## config.mk

```make
export PLATFORM = sky130hd
export DESIGN_NAME = ex_mem_stage
export DESIGN_NICKNAME = d
export VERILOG_FILES = /design/src/rtl/pipeline_pkg.sv /design/src/rtl/ex_mem_stage_alu32.sv /design/src/rtl/ex_mem_stage.sv
export SDC_FILE = /design/constraint.sdc
export NUM_CORES = 1
export LEC_CHECK = 0
export CAP_MARGIN = 0
export CORE_MARGIN = 3
export CORE_UTILIZATION = 25
export CTS_CLUSTER_SIZE = 24
export DETAILED_ROUTE_END_ITERATION = 10
export GPL_ROUTABILITY_DRIVEN = 0
export SYNTH_ARGS = -nofsm -noshare
export SYNTH_HDL_FRONTEND = slang
export SYNTH_HIERARCHICAL = 1
export SYNTH_SLANG_ARGS = --single-unit
```

## constraint.sdc

```tcl
create_clock -name CLK -period 5.75 [get_ports CLK]
set_clock_uncertainty 0.1 [all_clocks]
set_input_delay 1.15 -clock CLK [delete_from_list [all_inputs] [get_ports CLK]]
set_output_delay 1.15 -clock CLK [all_outputs]
set_load 0.01 [all_outputs]
```

## src/rtl/pipeline_pkg.sv

```systemverilog
// Shared definitions for the EX/MEM slice: datapath defaults, ALU op codes
// and the control-bit bubble loaded on reset, flush or branch squash.
package pipeline_pkg;

   localparam int DEF_XLEN    = 32;
   localparam int DEF_RADDR_W = 5;

   localparam logic [3:0] ALU_AND = 4'b0000;
   localparam logic [3:0] ALU_OR  = 4'b0001;
   localparam logic [3:0] ALU_ADD = 4'b0010;
   localparam logic [3:0] ALU_XOR = 4'b0011;
   localparam logic [3:0] ALU_SUB = 4'b0110;
   localparam logic [3:0] ALU_SLT = 4'b0111;
   localparam logic [3:0] ALU_SLL = 4'b1000;
   localparam logic [3:0] ALU_SRL = 4'b1001;
   localparam logic [3:0] ALU_SRA = 4'b1010;
   localparam logic [3:0] ALU_NOR = 4'b1100;

   typedef struct packed {
      logic reg_write;
      logic mem_to_reg;
      logic mem_write;
      logic pc_src;
   } mem_ctrl_t;

   localparam mem_ctrl_t CTRL_BUBBLE = '0;

endpackage

```

## src/rtl/ex_mem_stage_alu32.sv

```systemverilog
// Combinational ALU: logic, add/sub, signed compare and shifts of b by shamt.
// Unknown op codes produce zero.
module alu32
   import pipeline_pkg::*;
#(
   parameter int W = DEF_XLEN
) (
   input  logic [W-1:0] a,
   input  logic [W-1:0] b,
   input  logic [4:0]   shamt,
   input  logic [3:0]   op,
   output logic [W-1:0] y,
   output logic         zero
);

   // Select the operation result; add/sub wrap naturally at W bits
   always_comb begin
      y = '0;
      case (op)
         ALU_AND: y = a & b;
         ALU_OR:  y = a | b;
         ALU_ADD: y = a + b;
         ALU_XOR: y = a ^ b;
         ALU_SUB: y = a - b;
         ALU_SLT: y = {{(W-1){1'b0}}, ($signed(a) < $signed(b))};
         ALU_SLL: y = b << shamt;
         ALU_SRL: y = b >> shamt;
         ALU_SRA: y = $signed(b) >>> shamt;
         ALU_NOR: y = ~(a | b);
         default: y = '0;
      endcase
   end

   assign zero = (y == '0);

endmodule

```

## src/rtl/ex_mem_stage.sv

```systemverilog
// Execute stage plus EX/MEM pipeline register. Operand forwarding from the
// MEM and WB stages is compiled in only when FWD_UNIT_EN is defined.
// Update priority: RST > FLUSH > STALL > (branch squash | load).
module ex_mem_stage
   import pipeline_pkg::*;
#(
   parameter int XLEN    = DEF_XLEN,
   parameter int RADDR_W = DEF_RADDR_W
) (
   input  logic               CLK,
   input  logic               RST,
   input  logic               STALL,
   input  logic               FLUSH,
   input  logic               RegWrite,
   input  logic               MemtoReg,
   input  logic               MemWrite,
   input  logic               Branch,
   input  logic               ALUSrc,
   input  logic               ALUSrc_shamt,
   input  logic               RegDst,
   input  logic [3:0]         ALUControl,
   input  logic [XLEN-1:0]    RD1,
   input  logic [XLEN-1:0]    RD2,
   input  logic [RADDR_W-1:0] Rs,
   input  logic [RADDR_W-1:0] Rt,
   input  logic [RADDR_W-1:0] Rd,
   input  logic [XLEN-1:0]    SignImm,
   input  logic [XLEN-1:0]    PCplus4,
   input  logic               WB_RegWrite,
   input  logic [RADDR_W-1:0] WB_WriteReg,
   input  logic [XLEN-1:0]    WB_Result,
   output logic               MEM_RegWrite,
   output logic               MEM_MemtoReg,
   output logic               MEM_MemWrite,
   output logic [XLEN-1:0]    MEM_ALUOut,
   output logic [XLEN-1:0]    MEM_WriteData,
   output logic [RADDR_W-1:0] MEM_WriteReg,
   output logic               MEM_PCSrc,
   output logic [XLEN-1:0]    MEM_BranchTarget
);

   logic [XLEN-1:0]    fwd_a;
   logic [XLEN-1:0]    fwd_b;
   logic [XLEN-1:0]    alu_b;
   logic [4:0]         alu_shamt;
   logic [XLEN-1:0]    alu_y;
   logic               alu_zero;
   logic [RADDR_W-1:0] write_reg;
   logic [XLEN-1:0]    branch_target;
   logic               clear_now;

`ifdef FWD_UNIT_EN
   // A loaded value in MEM is not yet available, so only ALU results forward from MEM
   logic mem_fwd_ok;
   assign mem_fwd_ok = MEM_RegWrite & ~MEM_MemtoReg;

   assign fwd_a = (mem_fwd_ok && Rs != '0 && Rs == MEM_WriteReg) ? MEM_ALUOut :
                  (WB_RegWrite && Rs != '0 && Rs == WB_WriteReg)  ? WB_Result  : RD1;
   assign fwd_b = (mem_fwd_ok && Rt != '0 && Rt == MEM_WriteReg) ? MEM_ALUOut :
                  (WB_RegWrite && Rt != '0 && Rt == WB_WriteReg)  ? WB_Result  : RD2;
`else
   logic unused_wb;
   assign unused_wb = ^{WB_RegWrite, WB_WriteReg, WB_Result};

   assign fwd_a = RD1;
   assign fwd_b = RD2;
`endif

   // Immediate shifts always shift the register operand by the instruction's shamt field
   assign alu_b     = (ALUSrc_shamt || !ALUSrc) ? fwd_b : SignImm;
   assign alu_shamt = ALUSrc_shamt ? SignImm[10:6] : fwd_a[4:0];

   alu32 #(.W(XLEN)) u_alu (
      .a     (fwd_a),
      .b     (alu_b),
      .shamt (alu_shamt),
      .op    (ALUControl),
      .y     (alu_y),
      .zero  (alu_zero)
   );

   assign write_reg     = RegDst ? Rd : Rt;
   assign branch_target = PCplus4 + (SignImm << 2);

   // A taken branch in MEM turns the next unstalled load into a bubble
   assign clear_now = RST | FLUSH | (~STALL & MEM_PCSrc);

   // EX/MEM register: clear on reset/flush/squash, hold on stall, otherwise load
   always_ff @(posedge CLK) begin
      if (clear_now) begin
         {MEM_RegWrite, MEM_MemtoReg, MEM_MemWrite, MEM_PCSrc} <= CTRL_BUBBLE;
         MEM_ALUOut       <= '0;
         MEM_WriteData    <= '0;
         MEM_WriteReg     <= '0;
         MEM_BranchTarget <= '0;
      end else if (!STALL) begin
         MEM_RegWrite     <= RegWrite;
         MEM_MemtoReg     <= MemtoReg;
         MEM_MemWrite     <= MemWrite;
         MEM_PCSrc        <= Branch & alu_zero;
         MEM_ALUOut       <= alu_y;
         MEM_WriteData    <= fwd_b;
         MEM_WriteReg     <= write_reg;
         MEM_BranchTarget <= branch_target;
      end
   end

endmodule
```

Yosys cells after proc, flatten, opt, wreduce, memory -nomap -nowiden

Cells that the tools add are included.

$add $sub $neg: 3
$lt $le $gt $ge: 1
Equality and inequality tests: 9
Shift-type cells: 3
Mux-type cells: 4
Bitwise operators: 9
Reduce and logical (&&, ||, !) cells: 4

Operators by type and width:

| cell                                                             | number |
|---|---|
| 32-bit case mux with 10 select lines                             | 1 |
| 32-bit adder                                                     | 2 |
| 32-bit bitwise AND                                               | 1 |
| 32-bit logical NOT                                               | 1 |
| 32-bit < comparator                                              | 1 |
| 32-bit 2-to-1 mux                                                | 1 |
| 32-bit inverter                                                  | 1 |
| 32-bit bitwise OR                                                | 1 |
| 32-bit by 5-bit << shifter with 32-bit output                    | 1 |
| 32-bit by 5-bit right shift with 32-bit output                   | 1 |
| 32-bit by 5-bit >>> shifter with 32-bit output                   | 1 |
| 32-bit subtractor                                                | 1 |
| 32-bit XOR                                                       | 1 |
| 4-bit == test (second input constant)                            | 4 |
| 5-bit 2-to-1 mux                                                 | 2 |
| 4-bit by 2-bit == test with 1-bit output (second input constant) | 2 |
| 4-bit by 3-bit == test with 1-bit output (second input constant) | 2 |
| 4-bit by 1-bit == test with 1-bit output (second input constant) | 1 |
| 4-bit logical NOT                                                | 1 |
| 1-bit bitwise AND                                                | 2 |
| 1-bit bitwise OR                                                 | 2 |
| 1-bit logical NOT                                                | 1 |
| 1-bit logical OR                                                 | 1 |
| 1-bit inverter                                                   | 1 |

Register bits: 105
Input port bits: 196
Output and inout port bits: 105
Logic and storage cells: 41

Logic depth before layout (Yosys ltp)

Depth after elaboration: 8
Depth in mapped cells: 21

Hierarchy

The synthesis kept the hierarchy.

By module, submodules not included:

| module       | instances | cells an instance | area each (um2) | seq. area each (um2) |
|---|---|---|---|---|
| alu32        | 1         | 1467              | 10252.3         | 0.0 |
| ex_mem_stage | 1         | 615               | 5621.6          | 2102.0 |

Least setup slack after synthesis

Ideal clock, no wire load.

Kind: input to register
Start point: input ALUSrc
End point: register MEM_PCSrc
Arrival: 5.917 ns
Required time: 5.585 ns
Path slack: -0.332 ns
Stages on the path: 20
Buffers on the path: 3
Cell sequence: nor2b_1 clkbuf_1 buf_1 mux2_2 clkbuf_1 inv_1 ha_1 or4_4 or3_1 a21oi_2 o21ai_1 and3_1 o311a_1 xor2_1 a221o_1 a2111o_1 or4_1 nor4_2 a31oi_1 nor2_1

Elaborated cells between the ends (all ways): 16

RTL lines:

| element                                         | RTL line                 | source |
|---|---|---|
| from (decl)                                     | ex_mem_stage.sv:18       | `input logic ALUSrc,` |
| 1-bit logical NOT *                             | ex_mem_stage.sv:70       | `assign alu_b = (ALUSrc_shamt \|\| !ALUSrc) ? fwd_b : SignImm;` |
| 1-bit logical OR *                              | ex_mem_stage.sv:70       |  |
| 32-bit 2-to-1 mux *                             | ex_mem_stage.sv:70       |  |
| net alu_b[8]                                    | ex_mem_stage.sv:44       | `logic [XLEN-1:0] alu_b;` |
| 32-bit subtractor, or another cell as far along | ex_mem_stage_alu32.sv:24 | `ALU_SUB: y = a - b;` |
| 32-bit case mux with 10 select lines *          | ex_mem_stage_alu32.sv:19 | `case (op)` |
| net alu_y[25]                                   | ex_mem_stage.sv:46       | `logic [XLEN-1:0] alu_y;` |
| 32-bit logical NOT *                            | ex_mem_stage_alu32.sv:34 | `assign zero = (y == '0);` |
| net alu_zero                                    | ex_mem_stage.sv:47       | `logic alu_zero;` |
| 1-bit bitwise AND *                             | ex_mem_stage.sv:100      | `MEM_PCSrc <= Branch & alu_zero;` |
| to (signal assigned)                            | ex_mem_stage.sv:100      |  |
| to (decl)                                       | ex_mem_stage.sv:38       | `output logic MEM_PCSrc,` |

The timed path passes the listed nets; every way through them passes the cells marked *.
A chain may end at the register's enable or synchronous reset.

Worst setup path after layout

Start point: input SignImm[0]
End point: register MEM_PCSrc

Elaborated cells between the ends (all ways): 14

RTL lines:

| element                                         | RTL line                 | source |
|---|---|---|
| from (decl)                                     | ex_mem_stage.sv:27       | `input logic [XLEN-1:0] SignImm,` |
| 32-bit 2-to-1 mux *                             | ex_mem_stage.sv:70       |  |
| net alu_b[0]                                    | ex_mem_stage.sv:44       |  |
| 32-bit subtractor, or another cell as far along | ex_mem_stage_alu32.sv:24 |  |
| 32-bit case mux with 10 select lines *          | ex_mem_stage_alu32.sv:19 |  |
| net alu_y[25]                                   | ex_mem_stage.sv:46       |  |
| 32-bit logical NOT *                            | ex_mem_stage_alu32.sv:34 |  |
| net alu_zero                                    | ex_mem_stage.sv:47       |  |
| 1-bit bitwise AND *                             | ex_mem_stage.sv:100      |  |

Marks and branches as above.

==> metrics.yaml <==
logic_synthesis:
  ys_ff_latch: 105
  ys_seq_area_share_pct: 13.2
  syn_area_per_cell_um2: 7.62
  syn-cell-area_um2: 15900
  synth.distinct_cells: 96
  syn_nets: 2407
  synth_edf_count: 0
  ys.warnings.count: 6
  synthFlopType: "dfxtp_1"
  syn_inst: 2082
  async_reset_ff_share_pct: 0
sta:
  worst_pin_slew_ns: 1.17
  report.final.slew_viol_count: 0
  rsz0062_at_grt: "true"
  fmax_mhz: 175
  slew_headroom_pct: 22.0
  period_share_pct: 99.1
  setup_violations: 0
  period_needed_ns: 5.70
  finalHoldViolations: 0
power_and_ir_drop:
  max-vdd-ir-drop_v: 0.000124
  internal_power_uw: 2310
  netSwitchingPower_uw: 1710
  power.density_nw_per_um2: 165
  finalPower_uw: 4020
  p_leak_uw: 0.0105
  swShare_pct: 42.5
  p_comb_share_pct: 64.8
  seq_power_share_pct: 19.2
  clkPwrFrac_pct: 16.0
clocking:
  cts_tree: "built"
  numCtsBuffers: 9
  root_buffer: "clkbuf_16"
  clockBufferDepth: 2
  h-tree-depth: 3
  clk_latency_ns: 0.37
  path_clk_slew_ns: 0.07
  cts.sinks: 105
layout:
  area_delta_synth_final_pct: 53.8
  utilization_pct: 39.2
  layout_common_cells: "556 x buf_4, 249 x clkdlybuf4s50_1, 215 x nor2_1, 179 x nand2_1, 164 x a21oi_1"
  final_nets: 3102
  nFillCells: 6396
  final_cells: 3623
  finalInstanceArea_um2: 24400
  layout_commonest_cell: "buf_4"
  final_layout_size_suffix_gt1_share_pct: 29.8
grt:
  track_usage_pct: 23.7
  grt_pass1_vias: 19100
  grt_max_degree: 96
  grt_pass1_wl_mm: 122
  grt_overflow: 0
  antenna_found_initial: 6
die:
  core_um2: 62300
  die_h_um: 258
  num_rows: 91
  die_w_um: 258
  dieArea_um2: 66600
  start_util_pct: 25.5
  pin_count: 301
placement:
  port_buffers: 257
  dpl.hpwl_mm: 67.5
  postPlaceCellArea_um2: 23300
  dp_cells: 3580
worst_setup_path:
  cp_data_required_time_ns: 5.94
  cp.buffers_inverters: 4
  path_max_fanout: 3
  crit_path_top_delay_cell: "or4_4"
  path_class: "in2reg"
  path_delay_family: "compound AO/OA/AOI/OAI gates"
  critical_path.max_stage_delay_ns: 0.56
  arrival_ns: 5.89
  crit_path_end_kind: "flop"
  start_kind: "input port"
  crit_chain: "clkdlybuf4s50_1 -> mux2_4 -> ha_2 -> o21ba_4 -> or4_4 -> buf_6 -> a21oi_4 -> buf_4 -> buf_6 -> o21ai_2 -> and3_4 -> o311a_1 -> xor2_1 -> a221o_1 -> a2111o_1 -> or4_4 -> nor4_4 -> a31oi_1 -> nor2_1"
drt:
  via_count: 20100
  drtPass1Iterations: 6
  wl_per_cell_um: 22.7
  drc: 0
  drt_iter0_drc: 2244
  vias_per_cell: 5.54
  antenna_left: 0
  totalWireLength_mm: 82.2
run:
  max-cap-violations: 0
outcome:
  outcome: "completed"
hold_path:
  holdCritPathClass: "reg2reg"
## worst register-to-register path: stages, from the launching register on
cell and delay, ns:
dfxtp_1 0.51, inv_1 0.13, o21ai_4 0.12, buf_4 0.81
nor4_1 0.19
## power groups by stage
stage	sequential (uW)	combinational [uW]	clock (uW)
global placement	788	2420	0
CTS	772	2490	662
finish	772	2610	642
global route	777	2750	694
detailed placement	789	2420	0
floorplan	803	1190	0
## Yosys cell counts (all sizes together) (7+ instances only)
library cell / number / area [um2]
and3: 15 / 95.1
o22ai: 12 / 75.1
a21o: 32 / 240
a221o: 11 / 110
nor2b: 23 / 144
a21oi: 173 / 881
ha: 126 / 1580
xor2: 10 / 87.6
o31ai: 10 / 88.8
mux2: 60 / 676
or2: 8 / 50.1
o2111ai: 11 / 96.3
nand3: 52 / 260
dfxtp: 105 / 2100
nand2: 179 / 672
buf: 46 / 213
inv: 117 / 439
mux2i: 130 / 1300
nand4: 16 / 100
o21bai: 14 / 105
a221oi: 15 / 131
nor4: 19 / 131
a211oi: 29 / 223
xnor2: 26 / 228
a31oi: 23 / 144
o211ai: 29 / 223
o221ai: 20 / 175
o21ai: 102 / 514
nor2: 215 / 807
nand2b: 16 / 100
a211o: 13 / 114
a22oi: 18 / 135
or3: 14 / 87.6
clkbuf: 114 / 428
mux4: 56 / 1260
nor3: 37 / 190
nor3b: 12 / 90.1
a22o: 7 / 61.3
and2: 19 / 119
a311oi: 9 / 78.8
or4: 12 / 97.6
o21a: 15 / 113
## worst paths after layout
| path | startpoint | slack, ns | end | cells past startpoint |
|---|---|---|---|---|
| max | SignImm[0] | 0.05 | MEM_PCSrc | 19 |
| min | MEM_BranchTarget[17] | 0.36 | MEM_BranchTarget[17] | 2 |
| max reg2reg | MEM_PCSrc | 3.75 | MEM_BranchTarget[31] | 4 |
| min reg2reg | MEM_BranchTarget[17] | 0.36 | MEM_BranchTarget[17] | 2 |
## final cells by class
class	count	area (um2)	share of cell area (%)
Clock inverter	7	76.3	0.313
Timing Repair Buffer	844	7280	29.8
Antenna cell	4	10.0	0.0410
Multi-Input combinational cell	1698	13200	54.2
Clock buffer	9	225	0.922
Sequential cell	105	2100	8.61
Tap cell	837	1050	4.29
Inverter	119	452	1.85
## through the flow
stage | hold slack, ns | setup slack [ns] | TNS, ns
6_report | 0.361 | 0.0519 | 0
3_5_place_dp | 0.354 | -0.895 | -3.11
4_1_cts | 0.364 | -0.00223 | -0.00223
2_1_floorplan | 0.386 | 0.0264 | 0
3_3_place_gp | 0.348 | -0.895 | -3.03
5_1_grt | 0.380 | -0.0817 | -0.0817
## registers in the layout (all words and copies together), names as in the netlist
register	cells
MEM_WriteData	32
MEM_BranchTarget	32
MEM_MemtoReg	1
MEM_MemWrite	1
MEM_PCSrc	1
MEM_WriteReg	5
MEM_ALUOut	32
MEM_RegWrite	1
## cells by family after synthesis
family / Yosys count / synth area share, %
compound gates: 625 / 27.2
xor+xnor: 36 / 1.99
fa+ha+maj: 129 / 10.3
buf+inv: 279 / 6.85
flops: 105 / 13.2
mux: 246 / 20.4
simple gates: 662 / 20.0
## timing repair
item	4_1_cts	5_1_grt
endpoints found under the setup margin	3	2
setup buffers	17	7
hold buffers	0	0
cloned	2	0
pin swaps	24	28
gates resized for setup	78	58
## per-layer routing
layer  up-vias  GRT usage [%]  wire length, um
met5         -              0              126
met4        10           10.7             4550
met3       264           5.36             8300
met2      1179           38.0            36000
met1      9445           30.4            33200
li1       9158              -                -
Power figures use the tool's default switching activity.
